$ cat config.mk
export PLATFORM = sky130hd
export DESIGN_NAME = rx_iq_serializer_flat
export DESIGN_NICKNAME = d
export VERILOG_FILES = /design/src/rtl/rx_iq_serializer_if.sv /design/src/rtl/rx_iq_serializer.sv /design/src/flat_wrapper.sv
export SDC_FILE = /design/constraint.sdc
export NUM_CORES = 1
export LEC_CHECK = 0
export ABC_CLOCK_PERIOD_IN_PS = 6400
export CAP_MARGIN = 20
export CORE_UTILIZATION = 49
export CTS_CLUSTER_SIZE = 12
export DETAILED_ROUTE_END_ITERATION = 8
export PLACE_DENSITY_LB_ADDON = 0.1
export SLEW_MARGIN = 10
export SYNTH_ARGS = -nofsm -noshare
export SYNTH_HDL_FRONTEND = slang
export SYNTH_SLANG_ARGS = --single-unit
$ cat constraint.sdc
create_clock -name clock -period 6.4 [get_ports clock]
set_clock_uncertainty 0.1 [all_clocks]
set_input_delay 0.96 -clock clock [delete_from_list [all_inputs] [get_ports clock]]
set_output_delay 0.96 -clock clock [all_outputs]
set_load 0.03 [all_outputs]
$ cat src/rtl/rx_iq_serializer_if.sv
`default_nettype none
// ============================================================================
// Module   : rx_iq_serializer_if
// Purpose  : Bundles the signals around the I/Q serializer. This covers the
//            per-channel ready levels, the packed samples and the channel
//            mask coming from the DDC side. It also covers the byte-FIFO
//            write port and status going to the downstream side.
// Modports : master - serializer view (consumes samples, drives byte FIFO)
//            slave  - environment view (drives samples, observes byte FIFO)
// Signals  : rdy[NCH], iq_in[NCH*48], sync_mask[NCH], fifo_full,
//            wrenable, data_out[9], fifo_clear, overrun[NCH]
// Revision : 1.0 - initial release
// ============================================================================
interface rx_iq_serializer_if #(
  parameter int NCH = 4
);
  logic [NCH-1:0]    rdy;
  logic [NCH*48-1:0] iq_in;
  logic [NCH-1:0]    sync_mask;
  logic              fifo_full;
  logic              wrenable;
  logic [8:0]        data_out;
  logic              fifo_clear;
  logic [NCH-1:0]    overrun;

  modport master (
    input  rdy, iq_in, sync_mask, fifo_full,
    output wrenable, data_out, fifo_clear, overrun
  );

  modport slave (
    output rdy, iq_in, sync_mask, fifo_full,
    input  wrenable, data_out, fifo_clear, overrun
  );
endinterface
`default_nettype wire

$ cat src/rtl/rx_iq_serializer.sv
`default_nettype none
// ============================================================================
// Module   : rx_iq_serializer
// Purpose  : Captures one I/Q sample pair per receiver channel on the rising
//            edge of that channel's ready level. Each frame is then
//            serialized into the byte FIFO. A frame is channel 0 followed by
//            every channel selected in the mask latched at frame start. Each
//            channel block is 2*SB bytes, I first then Q, both MSB first.
//            data_out[8] marks the first byte of a block.
// Ports    : clock, reset   - system clock, synchronous active-high reset
//            bus (master)   - rdy, iq_in, sync_mask, fifo_full in;
//                             wrenable, data_out, fifo_clear, overrun out
// Params   : NCH (1..8) channel count, SB (2 or 3) bytes per I or Q sample
// Revision : 1.0 - initial release
// ============================================================================
module rx_iq_serializer #(
  parameter int NCH = 4,
  parameter int SB  = 3
) (
  input  logic                clock,
  input  logic                reset,
  rx_iq_serializer_if.master  bus
);

  localparam int         CW   = (NCH > 1) ? $clog2(NCH) : 1;
  localparam logic [2:0] LAST = 3'(2 * SB - 1);

  typedef enum logic [2:0] {
    S_CLEAR  = 3'd0,
    S_IDLE   = 3'd1,
    S_SEND   = 3'd2,
    S_WAITCH = 3'd3,
    S_GAP    = 3'd4
  } state_t;

  state_t          state;
  logic [47:0]     hold [NCH];
  logic [NCH-1:0]  avail;
  logic [NCH-1:0]  overrun;
  logic [NCH-1:0]  rdy_q;
  logic [NCH-1:0]  mask_q;      // mask latched at the last frame start / clear
  logic [CW-1:0]   ch;
  logic [2:0]      b;
  logic [8:0]      data_q;
  logic            pend;        // a byte is being presented to the FIFO
  logic            fifo_clear;
  logic [NCH-1:0]  rise;
  logic [NCH-1:0]  eff_mask;
  logic            nxt_found;
  logic [CW-1:0]   nxt_ch;

  // Bit 0 never selects anything; with NCH=1 the mask collapses to zero.
  assign eff_mask = bus.sync_mask & ~NCH'(1);
  assign rise     = bus.rdy & ~rdy_q;

  // Gating with fifo_full makes a presented byte count only when the FIFO
  // can take it. The byte is then re-presented until fifo_full drops.
  assign bus.wrenable   = pend & ~bus.fifo_full;
  assign bus.data_out   = data_q;
  assign bus.fifo_clear = fifo_clear;
  assign bus.overrun    = overrun;

  // Byte idx of a channel block: idx < SB selects I, else Q; MSB first.
  // With SB=2 the low byte of each 24-bit sample is simply never reached.
  function automatic logic [7:0] pick(input logic [47:0] s, input logic [2:0] idx);
    logic [23:0] smp;
    logic [23:0] sh;
    int          k;
    smp = (int'(idx) < SB) ? s[47:24] : s[23:0];
    k   = (int'(idx) < SB) ? int'(idx) : int'(idx) - SB;
    sh  = smp >> (16 - 8 * k);
    return sh[7:0];
  endfunction

  // Lowest selected channel above the current one (loop runs downward so
  // the lowest match is the last one written).
  always_comb begin
    nxt_found = 1'b0;
    nxt_ch    = '0;
    for (int j = NCH - 1; j >= 1; j--) begin
      if (j > int'(ch) && mask_q[j]) begin
        nxt_found = 1'b1;
        nxt_ch    = CW'(j);
      end
    end
  end

  // Sample holding registers: only loaded on a ready edge into an empty slot.
  always_ff @(posedge clock) begin
    for (int k = 0; k < NCH; k++) begin
      if (rise[k] && !avail[k]) begin
        hold[k] <= bus.iq_in[48*k +: 48];
      end
    end
  end

  always_ff @(posedge clock) begin
    if (reset) begin
      state      <= S_CLEAR;
      fifo_clear <= 1'b1;
      pend       <= 1'b0;
      data_q     <= '0;
      avail      <= '0;
      overrun    <= '0;
      rdy_q      <= '0;
      mask_q     <= '0;
      ch         <= '0;
      b          <= '0;
    end else begin
      rdy_q <= bus.rdy;

      for (int k = 0; k < NCH; k++) begin
        if (rise[k]) begin
          if (!avail[k]) avail[k]   <= 1'b1;
          else           overrun[k] <= 1'b1;
        end
      end

      // State actions below come after capture so that clears win.
      case (state)
        S_CLEAR: begin
          fifo_clear <= 1'b0;
          avail      <= '0;
          overrun    <= '0;
          pend       <= 1'b0;
          state      <= S_IDLE;
        end

        S_IDLE: begin
          if (eff_mask != mask_q) begin
            mask_q     <= eff_mask;
            fifo_clear <= 1'b1;
            state      <= S_CLEAR;
          end else if (bus.fifo_full) begin
            fifo_clear <= 1'b1;
            state      <= S_CLEAR;
          end else if (avail[0]) begin
            mask_q <= eff_mask;
            ch     <= '0;
            b      <= '0;
            data_q <= {1'b1, pick(hold[0], 3'd0)};
            pend   <= 1'b1;
            state  <= S_SEND;
          end
        end

        S_SEND: begin
          // Advance only once the presented byte has actually been accepted.
          if (!bus.fifo_full) begin
            if (b == LAST) begin
              avail[ch] <= 1'b0;
              b         <= '0;
              if (nxt_found) begin
                ch <= nxt_ch;
                if (avail[nxt_ch]) begin
                  data_q <= {1'b1, pick(hold[nxt_ch], 3'd0)};
                end else begin
                  pend  <= 1'b0;
                  state <= S_WAITCH;
                end
              end else begin
                pend  <= 1'b0;
                state <= S_GAP;
              end
            end else begin
              b      <= b + 3'd1;
              data_q <= {1'b0, pick(hold[ch], b + 3'd1)};
            end
          end
        end

        S_WAITCH: begin
          if (avail[ch]) begin
            data_q <= {1'b1, pick(hold[ch], 3'd0)};
            pend   <= 1'b1;
            state  <= S_SEND;
          end
        end

        S_GAP: begin
          state <= S_IDLE;
        end

        default: begin
          pend  <= 1'b0;
          state <= S_CLEAR;
        end
      endcase
    end
  end

endmodule
`default_nettype wire
$ cat src/flat_wrapper.sv
// flat-port wrapper written by rule: the top's interface ports become plain ports
module rx_iq_serializer_flat 
#(
  parameter int NCH = 4,
  parameter int SB  = 3
)
  (clock, reset, bus_rdy, bus_iq_in, bus_sync_mask, bus_fifo_full, bus_wrenable, bus_data_out, bus_fifo_clear, bus_overrun);
  rx_iq_serializer_if #(.NCH(NCH)) bus_i ();
  input  logic clock;
  input  logic reset;
  input wire logic [$bits(bus_i.rdy)-1:0] bus_rdy;
  input wire logic [$bits(bus_i.iq_in)-1:0] bus_iq_in;
  input wire logic [$bits(bus_i.sync_mask)-1:0] bus_sync_mask;
  input wire logic [$bits(bus_i.fifo_full)-1:0] bus_fifo_full;
  output wire logic [$bits(bus_i.wrenable)-1:0] bus_wrenable;
  output wire logic [$bits(bus_i.data_out)-1:0] bus_data_out;
  output wire logic [$bits(bus_i.fifo_clear)-1:0] bus_fifo_clear;
  output wire logic [$bits(bus_i.overrun)-1:0] bus_overrun;
  assign bus_i.rdy = bus_rdy;
  assign bus_i.iq_in = bus_iq_in;
  assign bus_i.sync_mask = bus_sync_mask;
  assign bus_i.fifo_full = bus_fifo_full;
  assign bus_wrenable = bus_i.wrenable;
  assign bus_data_out = bus_i.data_out;
  assign bus_fifo_clear = bus_i.fifo_clear;
  assign bus_overrun = bus_i.overrun;
  rx_iq_serializer #(.NCH(NCH), .SB(SB)) u_core (.clock(clock), .reset(reset), .bus(bus_i));
endmodule
== Word-level counts from Yosys, hierarchy flattened ==
Memory sizes are Yosys's and may differ from the RTL's. A register that Yosys moved wholly into a read port is not among the register bits.
Index checks and enable logic that the tools add are counted.
Word-level totals
  latch bits: 0
  output and inout port bits: 15
  memory bits (writable): 192
  bits in read-only memories: 0
  memories kept: 1
  register bits: 35
Memories
  u_core.hold: words 4, bits a word 48, read ports 3, clocked after Yosys merged registers in 1, wr ports 4, line rx_iq_serializer.sv:37  | logic [47:0] hold [NCH];
Operators by class
  shifts and indexed selects: 1
  mux-type cells: 81
  order comparisons: 7
  equality and inequality tests: 19
  multipliers: 0
  reduce and logical (&&, ||, !) cells: 30
  bitwise gates (word level): 7
  add/sub/neg operators: 3
  divide/modulo/power cells: 0
Operators with widths (number)
  9-bit two-way mux: 8
  3-bit two-way mux: 13
  1-bit two-way mux: 32
  24-bit by 32-bit right shift with 8-bit output: 1
  6-bit by 32-bit subtractor with 32-bit output (first input constant): 1
  29-bit two-way mux: 1
  9-bit one-hot mux with 3 select lines: 1
  24-bit two-way mux: 1
  2-bit two-way mux: 11
  4-bit two-way mux: 5
  8-bit AND reduction: 2
  3-bit one-hot mux with 4 select lines: 1
  2-bit by 1-bit != test with 1-bit output (second input constant): 5
  2-bit AND reduction: 5
  5-bit AND reduction: 2
  4-bit AND: 2
  1-bit logical AND: 8
  4-bit NOT: 2
  4-bit one-hot mux with 2 select lines: 1
  7-bit AND reduction: 1
  3-bit by 2-bit == test with 1-bit output (second input constant): 2
  3-bit == test (second input constant): 2
  2-bit by 3-bit less-than comparator with 1-bit output (second input constant): 2
  2-bit != test (second input constant): 3
  25 further kinds: 36

== Longest topological paths before layout ==
  word-level depth: 12
  depth in mapped cells: 19
  depth with buffers taken out: 14

== Least setup slack after synthesis ==
OpenSTA, ideal clock, no wires.
  kind: reg2reg
  from: register u_core.b[0]
  to: register u_core.data_q[5] (netlist: u_core.bus.data_out[5])
  setup slack: 2470 ps
  data required time: 6199 ps
  data arrival time: 3729 ps
  cell stages (with the launch flop): 18
  clock period less this slack: 3930 ps
  cells stage by stage: dfxtp_1 > buf_2 > inv_2 > clkbuf_1 > ha_1 > buf_4 > clkbuf_1 > nor3_1 > nor2_1 > o221a_2 > o21bai_1 > ha_1 > nor4b_1 > nand4_1 > or4_4 > nor3_1 > nor3_1 > o41ai_1
On the way
  cells in the longest elaborated chain, start to end: 8
  elaborated cells on any way between the ends: 14
  classes of those cells: add/sub: 3; order compare: 1; eq/ne: 3; shift: 1; mux: 5; reduce/logical: 1
Ends and longest elaborated chain
  start: declaration: line rx_iq_serializer.sv:43  | logic [2:0] b;
  start signal: assignment: line rx_iq_serializer.sv:166  | b <= b + 3'd1;
  3-bit by 1-bit adder with 3-bit output: line rx_iq_serializer.sv:167  | data_q <= {1'b0, pick(hold[ch], b + 3'd1)};
  3-bit by 2-bit subtractor with 4-bit output or 3-bit by 2-bit less-than comparator with 1-bit output (tied branches): line rx_iq_serializer.sv:70, rx_iq_serializer.sv:69
  29-bit two-way mux: line rx_iq_serializer.sv:70  | k = (int'(idx) < SB) ? int'(idx) : int'(idx) - SB;
  6-bit by 32-bit subtractor with 32-bit output: line rx_iq_serializer.sv:71  | sh = smp >> (16 - 8 * k);
  24-bit by 32-bit right shift with 8-bit output: line rx_iq_serializer.sv:71
  9-bit two-way mux: line rx_iq_serializer.sv:150  | if (b == LAST) begin
  9-bit two-way mux: line rx_iq_serializer.sv:149  | if (!bus.fifo_full) begin
  9-bit one-hot mux with 3 select lines: line rx_iq_serializer.sv:120  | case (state)
  end signal: assignment: line rx_iq_serializer.sv:141  | data_q <= {1'b1, pick(hold[0], 3'd0)};
  end signal: assignment: line rx_iq_serializer.sv:156  | data_q <= {1'b1, pick(hold[nxt_ch], 3'd0)};
  end signal: assignment: line rx_iq_serializer.sv:167
  end: declaration: line rx_iq_serializer.sv:44  | logic [8:0] data_q;
Parallel ways exist; a longest one is shown, timed or not. The select of a mux whose other input is x is not followed.
A chain may end at the register's enable or synchronous reset.

== Final worst setup path ==
  from: register u_core.b[0]
  to: register u_core.data_q[7] (netlist: u_core.bus.data_out[7])
Same word-level chain as after synthesis.

==> summary.md <==
| Metric | Value |
|---|---|
| Worst-path maximum fanout | 31 |
| Final WL | 26300 um |
| Worst R2R Path Depth | 14 |
| Ys async rst share | 0% |
| Highest Clock Rate | 210 MHz |
| Drt drc | 0 |
| RSZ-0062 raised after global routing | false |
| Filler instances | 1500 |
| Hold path start | u_core.bus.overrun[2] |
| Placed cells | 1129 |
| Crit path largest cell delay | 0.61 ns |
| Clk buf depth | 3 |
| Total power | 0.00414 W |
| Post-synthesis sequential area ratio | 64.4% |
| R2r endpoint | u_core.bus.data_out[7] |
| H-tree Lvls | 1 |
| Number of setup violations in the final report | 0 |
| First-pass GRT wire length | 40000 um |
| Initial Util | 49.9% |
| Num CTS Buffers | 25 |
| Critical Path Sink Type | flop |
| Final WS setup | 1.63 ns |
| Fin crit period | 4.77 ns |
| Kind of critical path | reg -> reg |
| IO Pins | 218 |
| Post-CTS Hold Fix Bufs | 0 |
| Via Count | 6820 |
| Die area | 21100 um^2 |
| Final std cells w/o fill | 1174 |
| Final Max Tran Viols | 0 |
| Post_cts resized | 0 |
| Worst Path Arrival | 5.10 ns |
| Area grow syn2layout | 31.9% |
| Grt ovf | 0 |
| Antenna-violating nets left | 0 |
| Maximum vdd ir drop | 0.213 mV |
| I/O Buffers | 216 |
| Cell with the most instances after synthesis | edfxtp_1 |
| CP max-delay cell | ha_1 |
| Yosys Warn Count | 0 |
| Pre-Repair DR Iteration Count | 6 |
| Status | complete, no violations |
| Worst-case hold path end point | u_core.bus.overrun[2] |
| R2R Path Start | u_core.b[0] |
| Vias per cell | 5.81 |
| Worst Path Required | 6.73 ns |
| Final Util | 65.8% |
| Post-synth top area cell | edfxtp_1 |
| Commonest cells in the synthesized netlist | 192 x edfxtp_1, 49 x mux4_2, 45 x nor2_1, 40 x a21oi_1, 36 x dfxtp_1 |
| Synth top area cells | edfxtp_1 57%, mux4_2 11%, dfxtp_1 7.2% |
| Synth Cell Area | 10100 um^2 |
| Vias in the first global route | 7136 |
| Mapped Nets | 884 |
| Tcrit/Tclk final | 74.5% |
| Row count | 52 |
| Setup Buffers After CTS | 0 |
| Worst-Margin Slew | 1.04 ns |
| MaxCap Viol Count | 0 |
| Worst Hold Class | reg -> reg |
| CTS sink count | 228 |
| Skew-Pair Late Insertion Delay | 0.54 ns |
| DIE HEIGHT | 145 um |
| Die width | 145 um |
| R2R Setup Slk | 1.63 ns |
| Starting DRC count in detailed routing | 515 |
| Core ar. | 20200 um^2 |
| Mean Syn Cell Area | 14.9 um^2 |
| Slew HR | 28.8% |
| Initial antenna violation count | 2 |
| All-Layer GR Usage | 25.1% |
| Worst Setup Slack post-DPL | 1.79 ns |
| Post-synth cell types | 69 |
| Crit path cell chain | buf_4 -> ha_1 -> xor2_1 -> a21oi_1 -> nor2_1 -> a21oi_1 -> ha_1 -> nor4b_1 -> nand4_1 -> nor2_1 -> nand4bb_1 -> a211oi_1 -> nor3_1 -> o41ai_1 |
| Yosys reg bits | 228 |
| Fin nets | 1096 |
| Final sum of negative setup slack | 0 ns |
| Critical Path Start Type | flop |
| Hold Fails Final Rpt | 0 |
| Pwr dens | 312 nW/um^2 |
| Clock transition at path regs | 0.06 ns |
| DP HPWL | 18100 um |
| Share of the synthesized area in the top cell type | 57.3% |
| Routed len/inst | 22.4 um |
| Root cell of the clock tree | clkbuf_16 |
| Number of enable flip-flop cells after synthesis | 192 |
| Largest net degree at the start of global routing | 48 |
| Worst hold stages | 2 |
| Leakage power | 4.46 nW |
| Top FF cell, synth | edfxtp_1 |
| RePlAce Congestion | 0.894 |
| TritonCTS clock tree | built |
| Synth Instances | 674 |
| Layout cell share with drive strength beyond 1 | 13.3% |
-- sequential cells by signal, indices dropped and copies added (netlist names), named ones only --
| register | count |
|---|---|
| u_core.bus.data_out | 9 |
| u_core.avail | 4 |
| u_core.hold | 192 |
| u_core.state | 3 |
| u_core.bus.overrun | 4 |
| u_core.bus.fifo_clear | 1 |
| u_core.pend | 1 |
| u_core.rdy_q | 4 |
| u_core.mask_q | 3 |
| u_core.b | 3 |
| u_core.ch | 2 |
-- worst max-delay path by stage --
stage | to | depth (start not counted) | from
2_1_floorplan | u_core.bus.data_out[5] | 17 | u_core.b[0]
3_3_place_gp | u_core.bus.data_out[7] | 14 | u_core.b[0]
3_5_place_dp | u_core.bus.data_out[7] | 14 | u_core.b[0]
4_1_cts | u_core.bus.data_out[7] | 14 | u_core.b[0]
5_1_grt | u_core.bus.data_out[7] | 14 | u_core.b[0]
6_report | u_core.bus.data_out[7] | 14 | u_core.b[0]
-- final cells by class --
class                           count  area [um^2]  share of cell area (%)
Sequential cell                   228         6490                    48.9
Inverter                           17         63.8                   0.481
Clock inverter                     10          138                    1.04
Tap cell                          270          338                    2.55
Antenna cell                        2         5.00                  0.0377
Timing Repair Buffer              223         2210                    16.7
Multi-Input combinational cell    391         3370                    25.4
Clock buffer                       33          656                    4.94
-- layout by cell type (no fill, tap or decap), types with 6 or more instances in the layout --
cell type / netlist / final
buf_4: 4 / 7
mux2i_1: 12 / 12
nor2_1: 45 / 44
clkbuf_16: 0 / 25
a21boi_0: 6 / 6
nand3_1: 14 / 14
dfxtp_1: 36 / 34
ha_1: 7 / 7
inv_1: 15 / 15
clkdlybuf4s50_1: 0 / 216
nand2_1: 25 / 25
clkbuf_1: 16 / 8
nand2b_1: 12 / 12
a21oi_1: 40 / 40
mux2_2: 11 / 11
nor2b_1: 19 / 16
o211ai_1: 10 / 10
o21ai_0: 28 / 28
edfxtp_1: 192 / 192
mux4_2: 49 / 49
nor3_1: 17 / 17
a31oi_1: 11 / 11
a211oi_1: 10 / 10
-- critical path, delay by kind of cell, from the launching register on --
kind | cells | cell delay [ns]
flops | 1 | 0.30
fa+ha+maj | 2 | 0.81
buf+inv | 1 | 0.33
xor+xnor | 1 | 0.60
compound gates | 4 | 1.01
simple gates | 6 | 1.50
-- routing by layer --
metal  GRT usage [%]  part of all wire [%]  vias to the layer above
met5               0                     0                        -
met4            9.84                   4.1                        0
met3            5.00                   6.9                       67
met2            44.4                    51                      320
met1            30.3                    39                     3326
li1                -                     -                     3107
-- metrics by stage --
step,hold slack (ns),area [um^2]
5_1_grt,0.407,13300
2_1_floorplan,0.345,10100
3_3_place_gp,0.349,12500
6_report,0.372,13300
3_5_place_dp,0.359,12500
4_1_cts,0.376,13300
-- kinds of logic (layout without fill, tap and decap cells) --
logic type                 after synthesis  count (layout)  synth area share (%)
DFF                                    228             228                  64.4
and+or+nand+nor                        163             163                  8.66
xor gates and xnor gates                 6               6                 0.522
adders and majority gates                7               7                 0.870
other                                    0               2                     0
AOI/OAI and AO/OA                      142             142                  9.54
buffers and inverters                   55             283                  2.42
muxes                                   73              73                  13.5
-- power by group --
part | internal, W | switching, W | total, W
registers | 0.00183 | 0.000126 | 0.00196
clock network | 0.000841 | 0.000570 | 0.00141
logic | 0.000342 | 0.000433 | 0.000775
total | 0.00301 | 0.00113 | 0.00414
No activity file was read; power rests on OpenSTA's default activity.
